--- src/rtl/serial_addsub.sv ---
// Digit-serial adder/subtractor: CHUNK bits per clock, LSB chunk first,
// with valid/ready handshakes on both sides and registered carry/overflow flags.
module serial_addsub #(
  parameter int unsigned WIDTH = 16,
  parameter int unsigned CHUNK = 4
) (
  input  logic             clk,
  input  logic             rst,
  input  logic             in_valid,
  output logic             in_ready,
  input  logic [WIDTH-1:0] a,
  input  logic [WIDTH-1:0] b,
  input  logic             sub,
  output logic             out_valid,
  input  logic             out_ready,
  output logic [WIDTH-1:0] f,
  output logic             cout,
  output logic             ovf,
  output logic             busy
);

  localparam int unsigned NCHUNK = WIDTH / CHUNK;
  localparam int unsigned KW     = (NCHUNK > 1) ? $clog2(NCHUNK) : 1;
  localparam logic [KW-1:0] KLAST = KW'(NCHUNK - 1);

  generate
    if ((WIDTH % CHUNK) != 0) begin : g_bad_chunk
      $error("serial_addsub: CHUNK (%0d) must divide WIDTH (%0d)", CHUNK, WIDTH);
    end
  endgenerate

  typedef enum logic [1:0] {
    IDLE,
    RUN,
    DONE
  } state_t;

  state_t           state_q, state_d;
  logic [WIDTH-1:0] a_q, a_d;
  logic [WIDTH-1:0] b_q, b_d;
  logic [WIDTH-1:0] res_q, res_d;
  logic             a_msb_q, a_msb_d;
  logic             b_msb_q, b_msb_d;
  logic             carry_q, carry_d;
  logic [KW-1:0]    k_q, k_d;
  logic [WIDTH-1:0] f_q, f_d;
  logic             cout_q, cout_d;
  logic             ovf_q, ovf_d;
  logic [CHUNK:0]   sum;

  always_ff @(posedge clk) begin
    if (rst) begin
      state_q <= IDLE;
      a_q     <= '0;
      b_q     <= '0;
      res_q   <= '0;
      a_msb_q <= 1'b0;
      b_msb_q <= 1'b0;
      carry_q <= 1'b0;
      k_q     <= '0;
      f_q     <= '0;
      cout_q  <= 1'b0;
      ovf_q   <= 1'b0;
    end else begin
      state_q <= state_d;
      a_q     <= a_d;
      b_q     <= b_d;
      res_q   <= res_d;
      a_msb_q <= a_msb_d;
      b_msb_q <= b_msb_d;
      carry_q <= carry_d;
      k_q     <= k_d;
      f_q     <= f_d;
      cout_q  <= cout_d;
      ovf_q   <= ovf_d;
    end
  end

  // Operands shift right one chunk per cycle so the adder always sees bits
  // [CHUNK-1:0]; the result fills from the top, landing aligned after NCHUNK steps.
  always_comb begin
    state_d = state_q;
    a_d     = a_q;
    b_d     = b_q;
    res_d   = res_q;
    a_msb_d = a_msb_q;
    b_msb_d = b_msb_q;
    carry_d = carry_q;
    k_d     = k_q;
    f_d     = f_q;
    cout_d  = cout_q;
    ovf_d   = ovf_q;
    sum     = '0;

    case (state_q)
      IDLE: begin
        if (in_valid) begin
          a_d     = a;
          b_d     = sub ? ~b : b;
          a_msb_d = a[WIDTH-1];
          b_msb_d = sub ? ~b[WIDTH-1] : b[WIDTH-1];
          carry_d = sub;
          k_d     = '0;
          res_d   = '0;
          state_d = RUN;
        end
      end

      RUN: begin
        sum     = {1'b0, a_q[CHUNK-1:0]} + {1'b0, b_q[CHUNK-1:0]}
                + {{CHUNK{1'b0}}, carry_q};
        a_d     = a_q >> CHUNK;
        b_d     = b_q >> CHUNK;
        res_d   = (res_q >> CHUNK) | (WIDTH'(sum[CHUNK-1:0]) << (WIDTH - CHUNK));
        carry_d = sum[CHUNK];
        k_d     = k_q + KW'(1);
        if (k_q == KLAST) begin
          state_d = DONE;
          f_d     = res_d;
          cout_d  = sum[CHUNK];
          ovf_d   = (a_msb_q == b_msb_q) && (res_d[WIDTH-1] != a_msb_q);
        end
      end

      DONE: begin
        if (out_ready) begin
          state_d = IDLE;
        end
      end

      default: begin
        state_d = IDLE;
      end
    endcase
  end

  assign in_ready  = (state_q == IDLE) && !rst;
  assign out_valid = (state_q == DONE);
  assign busy      = (state_q != IDLE);
  assign f         = f_q;
  assign cout      = cout_q;
  assign ovf       = ovf_q;

endmodule
--- config.mk ---
export PLATFORM = sky130hd
export DESIGN_NAME = serial_addsub
export DESIGN_NICKNAME = d
export VERILOG_FILES = /design/src/rtl/serial_addsub.sv
export SDC_FILE = /design/constraint.sdc
export NUM_CORES = 1
export LEC_CHECK = 0
export BUFFER_PORTS_ARGS = -buffer_cell sky130_fd_sc_hd__buf_4
export CORE_UTILIZATION = 55
export CTS_BUF_LIST = sky130_fd_sc_hd__clkbuf_8 sky130_fd_sc_hd__clkbuf_16
export CTS_CLUSTER_DIAMETER = 150
export CTS_CLUSTER_SIZE = 40
export DETAILED_ROUTE_END_ITERATION = 10
export PLACE_DENSITY = 0.87
export SYNTH_ARGS = -nofsm -noshare
export SYNTH_HDL_FRONTEND = slang
export SYNTH_SLANG_ARGS = --single-unit
--- constraint.sdc ---
create_clock -name clk -period 2.4 [get_ports clk]
set_input_delay 0.48 -clock clk [delete_from_list [all_inputs] [get_ports clk]]
set_output_delay 0.48 -clock clk [all_outputs]
set_load 0.01 [all_outputs]
==> impl_metrics.py, run 1 <==
metrics = {
    "synth": {
        "synth-seq-cells": 69,
        "synth_area_per_cell_um2": 8.276,
        "synth_top_area_share_pct": 45.60,
        "yosysMostFrequentCell": "nand2_1",
        "synth_commonest_cells": "85 x nand2_1, 69 x dfxtp_1, 35 x a21oi_1",
        "async_flop_share_pct": 0,
        "synthSimpleGateAreaFrac_pct": 23.05,
        "synth_area_leader_cell": "dfxtp_1",
        "synth_seq_area_share_pct": 45.60,
        "synth-edff-count": 0,
        "synth_mux_area_share_pct": 0.3304,
        "syn_area_um2": 3029,
        "ys_types": 37,
        "ys.flop_type": "dfxtp_1",
        "synth_top_family_by_area": "simple AND/OR/NAND/NOR gates",
        "synth_xor_area_share_pct": 4.915,
        "synth_nets": 409,
        "yosysWarnings": 0,
        "synth_compound_area_share_pct": 18.26,
        "synth_area_leaders": "dfxtp_1 46%, nand2_1 11%, a21oi_1 5.8%",
        "syn_inst": 366,
        "synth_fa_ha_area_share_pct": 2.974,
    },
    "route": {
        "drtIter0Drc": 134,
        "vias": 2689,
        "finalWirelength_mm": 6.700,
        "drtAntennaViolNets": 0,
        "viasPerCell": 5.510,
        "wire_per_inst_um": 13.73,
        "drt_first_pass_iters": 4,
        "drc": 0,
    },
    "global_routing": {
        "grt_pass1_vias": 2511,
        "grt_antenna_before_repair": 0,
        "grt_pass1_wl_mm": 11.42,
        "gr-usage-all-layers_pct": 24.92,
        "grt_max_degree": 30,
        "grt_overflow": 0,
    },
    "sta": {
        "rsz0062_at_grt": "false",
        "fmax_mhz": 474.2,
        "slew_violations": 0,
        "finalCritPeriodShare_pct": 87.87,
        "worstMarginPinSlew_ns": 0.9680,
        "setup_violations": 0,
        "clock_skew_ns": 0.009835,
        "slew_headroom_pct": 35.42,
        "hold_viol_final": 0,
        "fin_crit_ns": 2.109,
        "fin_setup_tns_ns": 0,
    },
    "placed_design": {
        "dp.cells": 472,
        "io_buffers": 57,
        "dp_hpwl_mm": 4.500,
        "gp_congestion": 0.7920,
    },
    "job": {
        "drv_cap": 0,
    },
    "floorplanning": {
        "start_util_pct": 58.20,
        "io_pins": 58,
        "row_count": 26,
        "dieHeight_um": 76.21,
        "dieArea_um2": 5808,
        "core_area_um2": 5205,
        "die_x_um": 76.21,
    },
    "final_layout": {
        "final_nets": 456,
        "drive_gt1_share_pct": 21.05,
        "regArea_um2": 1381,
        "fillers": 440,
        "syn2layout_area_growth_pct": 21.07,
        "finalNonFillerCells": 488,
        "multi_input_area_um2": 1500,
        "n_antenna_cell": 0,
    },
    "worst_setup_path": {
        "worstSetupEndpointType": "output pin",
        "start_kind": "flip-flop",
        "r2r_cells": 6,
        "crit_required_ns": 1.92,
        "critPathArrivalTime_ns": 1.63,
        "critical_path_class": "flip-flop to output pin",
        "r2r_slack_ns": 0.31,
        "timing.rr.end": "carry_q",
        "critPathMaxFanout": 20,
        "timing.rr.start": "a_q[0]",
    },
    "worst_hold_path": {
        "hp-start": "a[12]",
        "holdPathEnd": "a_q[12]",
        "whs_path_depth": 3,
        "hold_path_class": "input pin to flip-flop",
    },
    "power_and_ir_drop": {
        "p_leak_nw": 1.509,
        "p_per_area_nw_per_um2": 696.9,
        "irDropWorstVdd_mv": 0.3912,
    },
    "clocking": {
        "cts-root-buf": "clkbuf_8",
        "hold_buffers": 0,
        "cts_resized": 0,
        "cts_tree": "built",
        "cts_made_buffers": 9,
        "cts_setup_buffers": 0,
        "cts.clk_slew.worst_paths_ns": 0.07,
        "cts.sinks": 69,
        "clock_path_buffers": 2,
        "worstSkewPairLatency_ns": 0.35,
        "htreeDepth": 3,
    },
    "outcome": {
        "status": "finished, final reports clean",
    },
}
[routing by layer]
layer | vias to the layer above | GRT usage (%) | share of wire [%]
li1 | 1328 | - | -
met3 | 16 | 4.790 | 5.0
met5 | - | 0 | 0
met4 | 0 | 11.73 | 2.3
met2 | 88 | 44.14 | 50
met1 | 1257 | 28.74 | 42
[how the worst max path moves through the flow]
stage	end	from	depth (start not counted)	slack, ns
floorplan	carry_q	a_q[0]	6	0.43
global placement	carry_q	a_q[0]	6	0.40
detailed placement	carry_q	a_q[0]	6	0.35
CTS	in_ready	state_q[1]	4	0.30
global route	in_ready	state_q[1]	4	0.20
finish	in_ready	state_q[1]	4	0.29
[flip-flops by register name, indices dropped and copies added, names as in the netlist]
register,flops
a_msb_q,1
a_q,16
b_msb_q,1
b_q,16
carry_q,1
cout,1
f,16
k_q,2
ovf,1
res_q,12
state_q,2
[where the power goes]
part | total (mW) | internal [mW] | leakage, nW | switching (mW)
combinational | 0.337 | 0.151 | 0.833 | 0.187
clock | 0.976 | 0.559 | 0.112 | 0.416
sequential | 1.24 | 1.20 | 0.563 | 0.0396
[critical path, stage by stage (launching register included)]
cell and delay (ns):
dfxtp_1 0.80, nor2_1 0.15, inv_1 0.13, nor2_1 0.05
buf_4 0.15
[kinds of logic after synthesis]
| family | count (synthesis) |
|---|---|
| muxes | 1 |
| and+or+nand+nor | 157 |
| buffers and inverters | 30 |
| adders and majority gates | 6 |
| DFF | 69 |
| xor gates and xnor gates | 17 |
| AOI/OAI and AO/OA | 86 |
[per-stage QoR]
stage                     power (mW)  setup slack (ns)  area, um2  hold WS (ns)  utilization (%)
after detailed placement       1.603            0.3500       3457        0.4474            66.42
after global placement         1.588            0.4025       3457        0.4430            66.42
after global routing           2.670            0.1994       3667        0.4060            70.46
after floorplan                1.488            0.4338       3029        0.4321                -
final                          2.556            0.2910       3667        0.3723            70.46
after CTS                      2.571            0.3046       3667        0.3646            70.46
[placed cells by master, fill, tap and decap left out, drive strengths merged, types with 3 or more instances in the layout]
cell type  instances
nand2             85
dfxtp             69
buf               64
a21oi             35
nor2              29
a22oi             15
and2              15
o21ai             14
nand3             14
xor2              13
a311oi            13
clkbuf            12
xnor2              4
nand2b             4
ha                 4
a21o               4
nor3               3
clkinv             3
nor2b              3
[layout make-up]
| cell class | instances | share of cell area (%) |
|---|---|---|
| Sequential cell | 69 | 37.67 |
| Multi-Input combinational cell | 267 | 40.91 |
| Clock buffer | 12 | 4.504 |
| Clock inverter | 4 | 1.228 |
| Tap cell | 70 | 2.388 |
| Inverter | 2 | 0.2047 |
| Timing Repair Buffer | 64 | 13.10 |
Note: power is estimated with default switching activity, not from simulation.
==> run 2: changes to the inputs <==
--- a/config.mk
+++ b/config.mk
@@ -6,6 +6,7 @@
 export NUM_CORES = 1
 export LEC_CHECK = 0
 export BUFFER_PORTS_ARGS = -buffer_cell sky130_fd_sc_hd__buf_4
+export CORE_ASPECT_RATIO = 1.4
 export CORE_UTILIZATION = 55
 export CTS_BUF_LIST = sky130_fd_sc_hd__clkbuf_8 sky130_fd_sc_hd__clkbuf_16
 export CTS_CLUSTER_DIAMETER = 150
==> run 2 against run 1 <==
Fmax is essentially flat; non-clock buffer count rose by 1; largest power group unchanged; total power is 8.1% higher; critical path type is now flip-flop to flip-flop; critical endpoint is now carry_q; wire length grew 5.1%; sequential power is essentially flat; largest cell class unchanged; flip-flop and latch count did not move.
==> impl_metrics.py, run 2 (same netlist as run 1, synthesis figures left out) <==
metrics = {
    "sta": {
        "slew_violations": 0,
        "clock_skew_ns": 0.007470,
        "rsz0062_at_grt": "false",
        "fin_ws_ns": 0.2922,
        "hold_viol_final": 0,
        "setup_violations": 0,
        "fin_crit_ns": 2.108,
        "finalCritPeriodShare_pct": 87.82,
        "fmax_mhz": 474.4,
        "slew_headroom_pct": 57.65,
        "worstMarginPinSlew_ns": 0.6344,
        "fin_setup_tns_ns": 0,
    },
    "worst_hold_path": {
        "hold_path_class": "input pin to flip-flop",
        "whs_path_depth": 3,
        "hp-start": "a[12]",
        "holdPathEnd": "a_q[12]",
    },
    "route": {
        "drtIter0Drc": 204,
        "finalWirelength_mm": 7.045,
        "drc": 0,
        "vias": 2690,
        "drt_first_pass_iters": 4,
        "drtAntennaViolNets": 0,
        "viasPerCell": 5.546,
        "wire_per_inst_um": 14.53,
    },
    "global_routing": {
        "grt_max_degree": 39,
        "grt_pass1_wl_mm": 11.59,
        "grt_antenna_before_repair": 0,
        "grt_pass1_vias": 2629,
        "grt_overflow": 0,
        "gr-usage-all-layers_pct": 26.02,
    },
    "placed_design": {
        "preCtsSetupSlack_ns": 0.3087,
        "gp_congestion": 0.8333,
        "io_buffers": 57,
        "dp_hpwl_mm": 4.729,
    },
    "final_layout": {
        "multi_input_area_um2": 1500,
        "final_common_cell": "nand2_1",
        "regArea_um2": 1381,
        "fillers": 422,
        "syn2layout_area_growth_pct": 22.39,
        "n_antenna_cell": 0,
        "final_cell_mix": "85 x nand2_1, 69 x dfxtp_1, 65 x buf_4, 35 x a21oi_1, 28 x nor2_1",
        "drive_gt1_share_pct": 21.24,
        "final_nets": 457,
    },
    "job": {
        "drv_cap": 0,
    },
    "worst_setup_path": {
        "timing.rr.start": "a_q[0]",
        "timing.rr.end": "carry_q",
        "r2r_slack_ns": 0.29,
        "critPathMaxFanout": 2,
        "critPathArrivalTime_ns": 2.35,
        "crit_path_frequent_cell": "fa_1",
        "crit_path_top_delay_cell": "fa_1",
        "path_cells": "fa_1 -> fa_1 -> a21o_2 -> a21o_1 -> a221oi_1 -> nor2_1",
        "max_stage_delay_ns": 0.47,
        "crit_buf_inv": 0,
        "critical_path_class": "flip-flop to flip-flop",
        "start_kind": "flip-flop",
        "critical-path-top-delay-family": "adder cells",
        "worstSetupEndpointType": "flip-flop",
        "r2r_cells": 6,
        "crit_required_ns": 2.64,
    },
    "floorplanning": {
        "start_util_pct": 57.85,
        "core_area_um2": 5236,
        "io_pins": 58,
        "die_x_um": 64.72,
        "dieHeight_um": 89.81,
        "row_count": 31,
        "dieArea_um2": 5813,
    },
    "clocking": {
        "cts_setup_buffers": 0,
        "clock_path_buffers": 2,
        "cts.sinks": 69,
        "cts.clk_slew.worst_paths_ns": 0.07,
        "htreeDepth": 3,
        "cts-root-buf": "clkbuf_8",
        "cts_made_buffers": 9,
        "worstSkewPairLatency_ns": 0.36,
        "cts_tree": "built",
        "hold_buffers": 0,
        "cts_resized": 0,
    },
    "power_and_ir_drop": {
        "irDropWorstVdd_mv": 0.4521,
        "p_leak_nw": 1.520,
        "p_per_area_nw_per_um2": 745.5,
    },
    "outcome": {
        "status": "finished, final reports clean",
    },
}
## run 2: final cells by class
type,instances,area share (%)
multi-input combinational,267,40.47
inverter,2,0.2025
clock inverter,6,2.970
tap,66,2.227
clock buffer,10,3.712
sequential,69,37.26
timing repair buffer,65,13.16
## run 2: worst reg2reg max path: cells and delay by family, from the launching register on
kind            cells  cell delay (ns)
compound gates      3             0.69
fa+ha+maj           2             0.91
simple gates        1             0.06
flops               1             0.33
## run 2: routing by layer
| layer | wire (um) | global-route usage, % | part of all wire [%] |
|---|---|---|---|
| met3 | 324 | 6.980 | 4.6 |
| met1 | 2756 | 27.65 | 39 |
| met4 | 250 | 13.33 | 3.5 |
| met5 | 0 | 0 | 0 |
| met2 | 3714 | 45.57 | 53 |
## run 2: worst max path at each step
stage,from,to,slack (ns),depth (start not counted)
2_1_floorplan,a_q[0],carry_q,0.43,6
4_1_cts,a_q[0],carry_q,0.28,6
3_5_place_dp,a_q[0],carry_q,0.31,6
5_1_grt,a_q[0],carry_q,0.22,6
6_report,a_q[0],carry_q,0.29,6
3_3_place_gp,a_q[0],carry_q,0.39,6
## run 2: report_power, final
| group | internal (mW) | switching (mW) | total (mW) |
|---|---|---|---|
| combinational | 0.153 | 0.188 | 0.340 |
| sequential | 1.20 | 0.0437 | 1.25 |
| clock | 0.716 | 0.461 | 1.18 |
| total | 2.07 | 0.692 | 2.76 |
## run 2: stage by stage
stage	cells	hold WS [ns]	area [um2]	power, mW	util (%)
floorplan	366	0.4321	3029	1.488	-
global placement	469	0.4396	3460	1.591	66.07
detailed placement	469	0.4473	3460	1.608	66.07
CTS	485	0.3653	3707	2.764	70.80
global route	485	0.3791	3707	2.870	70.80
finish	485	0.3560	3707	2.764	70.80
==> run 3: changes to the inputs <==
--- a/config.mk
+++ b/config.mk
@@ -7,12 +7,12 @@
 export LEC_CHECK = 0
 export BUFFER_PORTS_ARGS = -buffer_cell sky130_fd_sc_hd__buf_4
 export CORE_ASPECT_RATIO = 1.4
-export CORE_UTILIZATION = 55
+export CORE_UTILIZATION = 34
 export CTS_BUF_LIST = sky130_fd_sc_hd__clkbuf_8 sky130_fd_sc_hd__clkbuf_16
 export CTS_CLUSTER_DIAMETER = 150
 export CTS_CLUSTER_SIZE = 40
 export DETAILED_ROUTE_END_ITERATION = 10
-export PLACE_DENSITY = 0.87
+export PLACE_DENSITY = 0.61
 export SYNTH_ARGS = -nofsm -noshare
 export SYNTH_HDL_FRONTEND = slang
 export SYNTH_SLANG_ARGS = --single-unit
==> constraint.sdc (replaced) <==
create_clock -name clk -period 2.35 [get_ports clk]
set_input_delay 0.47 -clock clk [delete_from_list [all_inputs] [get_ports clk]]
set_output_delay 0.47 -clock clk [all_outputs]
set_load 0.01 [all_outputs]
==> run 3 against run 2 <==
Count of clock-buffer cells in the layout rose by 1; cell count is 8.2% higher; utilization is 26 points lower; sequential power about the same; non-clock buffer count rose by 1; wire length is 1.3% lower.
==> impl_metrics.py, run 3 (same netlist as run 1, synthesis figures left out) <==
metrics = {
    "sta": {
        "slew_headroom_pct": 32.17,
        "holdWs_ns": 0.3892,
        "fin_ws_ns": 0.2402,
        "rsz0062_at_grt": "false",
        "fin_setup_tns_ns": 0,
        "fin_crit_ns": 2.110,
        "clock_skew_ns": 0.005917,
        "finalCritPeriodShare_pct": 89.78,
        "fmax_mhz": 474.0,
        "hold_viol_final": 0,
        "worstMarginPinSlew_ns": 1.017,
        "setup_violations": 0,
        "slew_violations": 0,
    },
    "route": {
        "drtAntennaViolNets": 0,
        "wire_per_inst_um": 13.25,
        "viasPerCell": 5.013,
        "drc": 0,
        "finalWirelength_mm": 6.954,
        "vias": 2632,
        "drt_first_pass_iters": 5,
        "drtIter0Drc": 113,
    },
    "worst_hold_path": {
        "hold_path_class": "input pin to flip-flop",
        "hp-start": "a[14]",
        "whs_path_depth": 3,
        "holdPathEnd": "a_q[14]",
    },
    "worst_setup_path": {
        "r2r_cells": 6,
        "timing.rr.end": "carry_q",
        "start_kind": "flip-flop",
        "critical_path_class": "flip-flop to flip-flop",
        "timing.rr.start": "a_q[0]",
        "critPathArrivalTime_ns": 2.31,
        "r2r_slack_ns": 0.24,
        "crit_required_ns": 2.55,
        "critPathMaxFanout": 2,
        "worstSetupEndpointType": "flip-flop",
    },
    "final_layout": {
        "syn2layout_area_growth_pct": 26.85,
        "final_cell_mix": "85 x nand2_1, 69 x dfxtp_1, 66 x buf_4, 35 x a21oi_1, 28 x nor2_1",
        "n_antenna_cell": 0,
        "drive_gt1_share_pct": 21.19,
        "final_common_cell": "nand2_1",
        "final_nets": 458,
        "final_util_pct": 44.64,
    },
    "global_routing": {
        "grt_overflow": 0,
        "grt_antenna_before_repair": 0,
        "gr-usage-all-layers_pct": 16.19,
        "grt_max_degree": 46,
        "grt_pass1_wl_mm": 11.34,
        "grt_pass1_vias": 2456,
    },
    "floorplanning": {
        "start_util_pct": 35.19,
        "dieHeight_um": 113.7,
        "die_x_um": 81.78,
        "core_area_um2": 8608,
        "dieArea_um2": 9296,
        "row_count": 40,
        "io_pins": 58,
    },
    "clocking": {
        "clock_path_buffers": 2,
        "hold_buffers": 0,
        "worstSkewPairLatency_ns": 0.33,
        "cts_setup_buffers": 0,
        "cts.sinks": 69,
        "cts_made_buffers": 9,
        "cts_resized": 0,
        "cts.clk_slew.worst_paths_ns": 0.06,
        "cts_tree": "built",
        "cts-root-buf": "clkbuf_16",
        "htreeDepth": 3,
    },
    "power_and_ir_drop": {
        "p_per_area_nw_per_um2": 800.2,
        "irDropWorstVdd_mv": 0.4515,
        "p_leak_nw": 1.573,
    },
    "outcome": {
        "status": "finished, final reports clean",
    },
    "placed_design": {
        "io_buffers": 57,
        "dp_hpwl_mm": 4.742,
        "gp_congestion": 0.7481,
        "preCtsSetupSlack_ns": 0.2758,
    },
    "job": {
        "drv_cap": 0,
    },
}
run 3: layout make-up:
type                            count  area [um2]
Fill cell                         887        4766
Inverter                            2       7.507
Tap cell                          105       131.4
Sequential cell                    69        1381
Timing Repair Buffer               66       495.5
Clock buffer                       11       252.7
Clock inverter                      5       73.82
Multi-Input combinational cell    267        1500
run 3: worst max-delay path by stage:
stage | slack (ns) | depth (start not counted) | startpoint | to
6_report | 0.24 | 6 | a_q[0] | carry_q
5_1_grt | 0.17 | 6 | a_q[0] | carry_q
4_1_cts | 0.23 | 6 | a_q[0] | carry_q
3_5_place_dp | 0.28 | 6 | a_q[0] | carry_q
3_3_place_gp | 0.33 | 6 | a_q[0] | carry_q
2_1_floorplan | 0.38 | 6 | a_q[0] | carry_q
run 3: routing by layer:
| metal | part of all wire [%] | global-route usage, % |
|---|---|---|
| met1 | 41 | 19.15 |
| met3 | 4.6 | 3.600 |
| met4 | 1.8 | 7.135 |
| met2 | 53 | 27.38 |
| met5 | 0 | 0 |
run 3: critical path: stages, from the launching register on:
cell and delay [ns]:
dfxtp_1 0.33, fa_1 0.46, fa_1 0.43, a21o_2 0.23, a21o_1 0.18, a221oi_1 0.29
nor2_1 0.07
run 3: where the power goes:
group / switching [mW] / total (mW) / internal, mW
combinational: 0.187 / 0.343 / 0.155
clock: 0.484 / 1.46 / 0.979
sequential: 0.0394 / 1.27 / 1.23
total: 0.710 / 3.07 / 2.36
run 3: metrics by stage:
step / std cells / power [mW] / instance area (um2)
2_1_floorplan: 366 / 1.520 / 3029
3_3_place_gp: 509 / 1.634 / 3516
3_5_place_dp: 509 / 1.641 / 3516
4_1_cts: 525 / 3.101 / 3842
5_1_grt: 525 / 3.190 / 3842
6_report: 525 / 3.075 / 3842
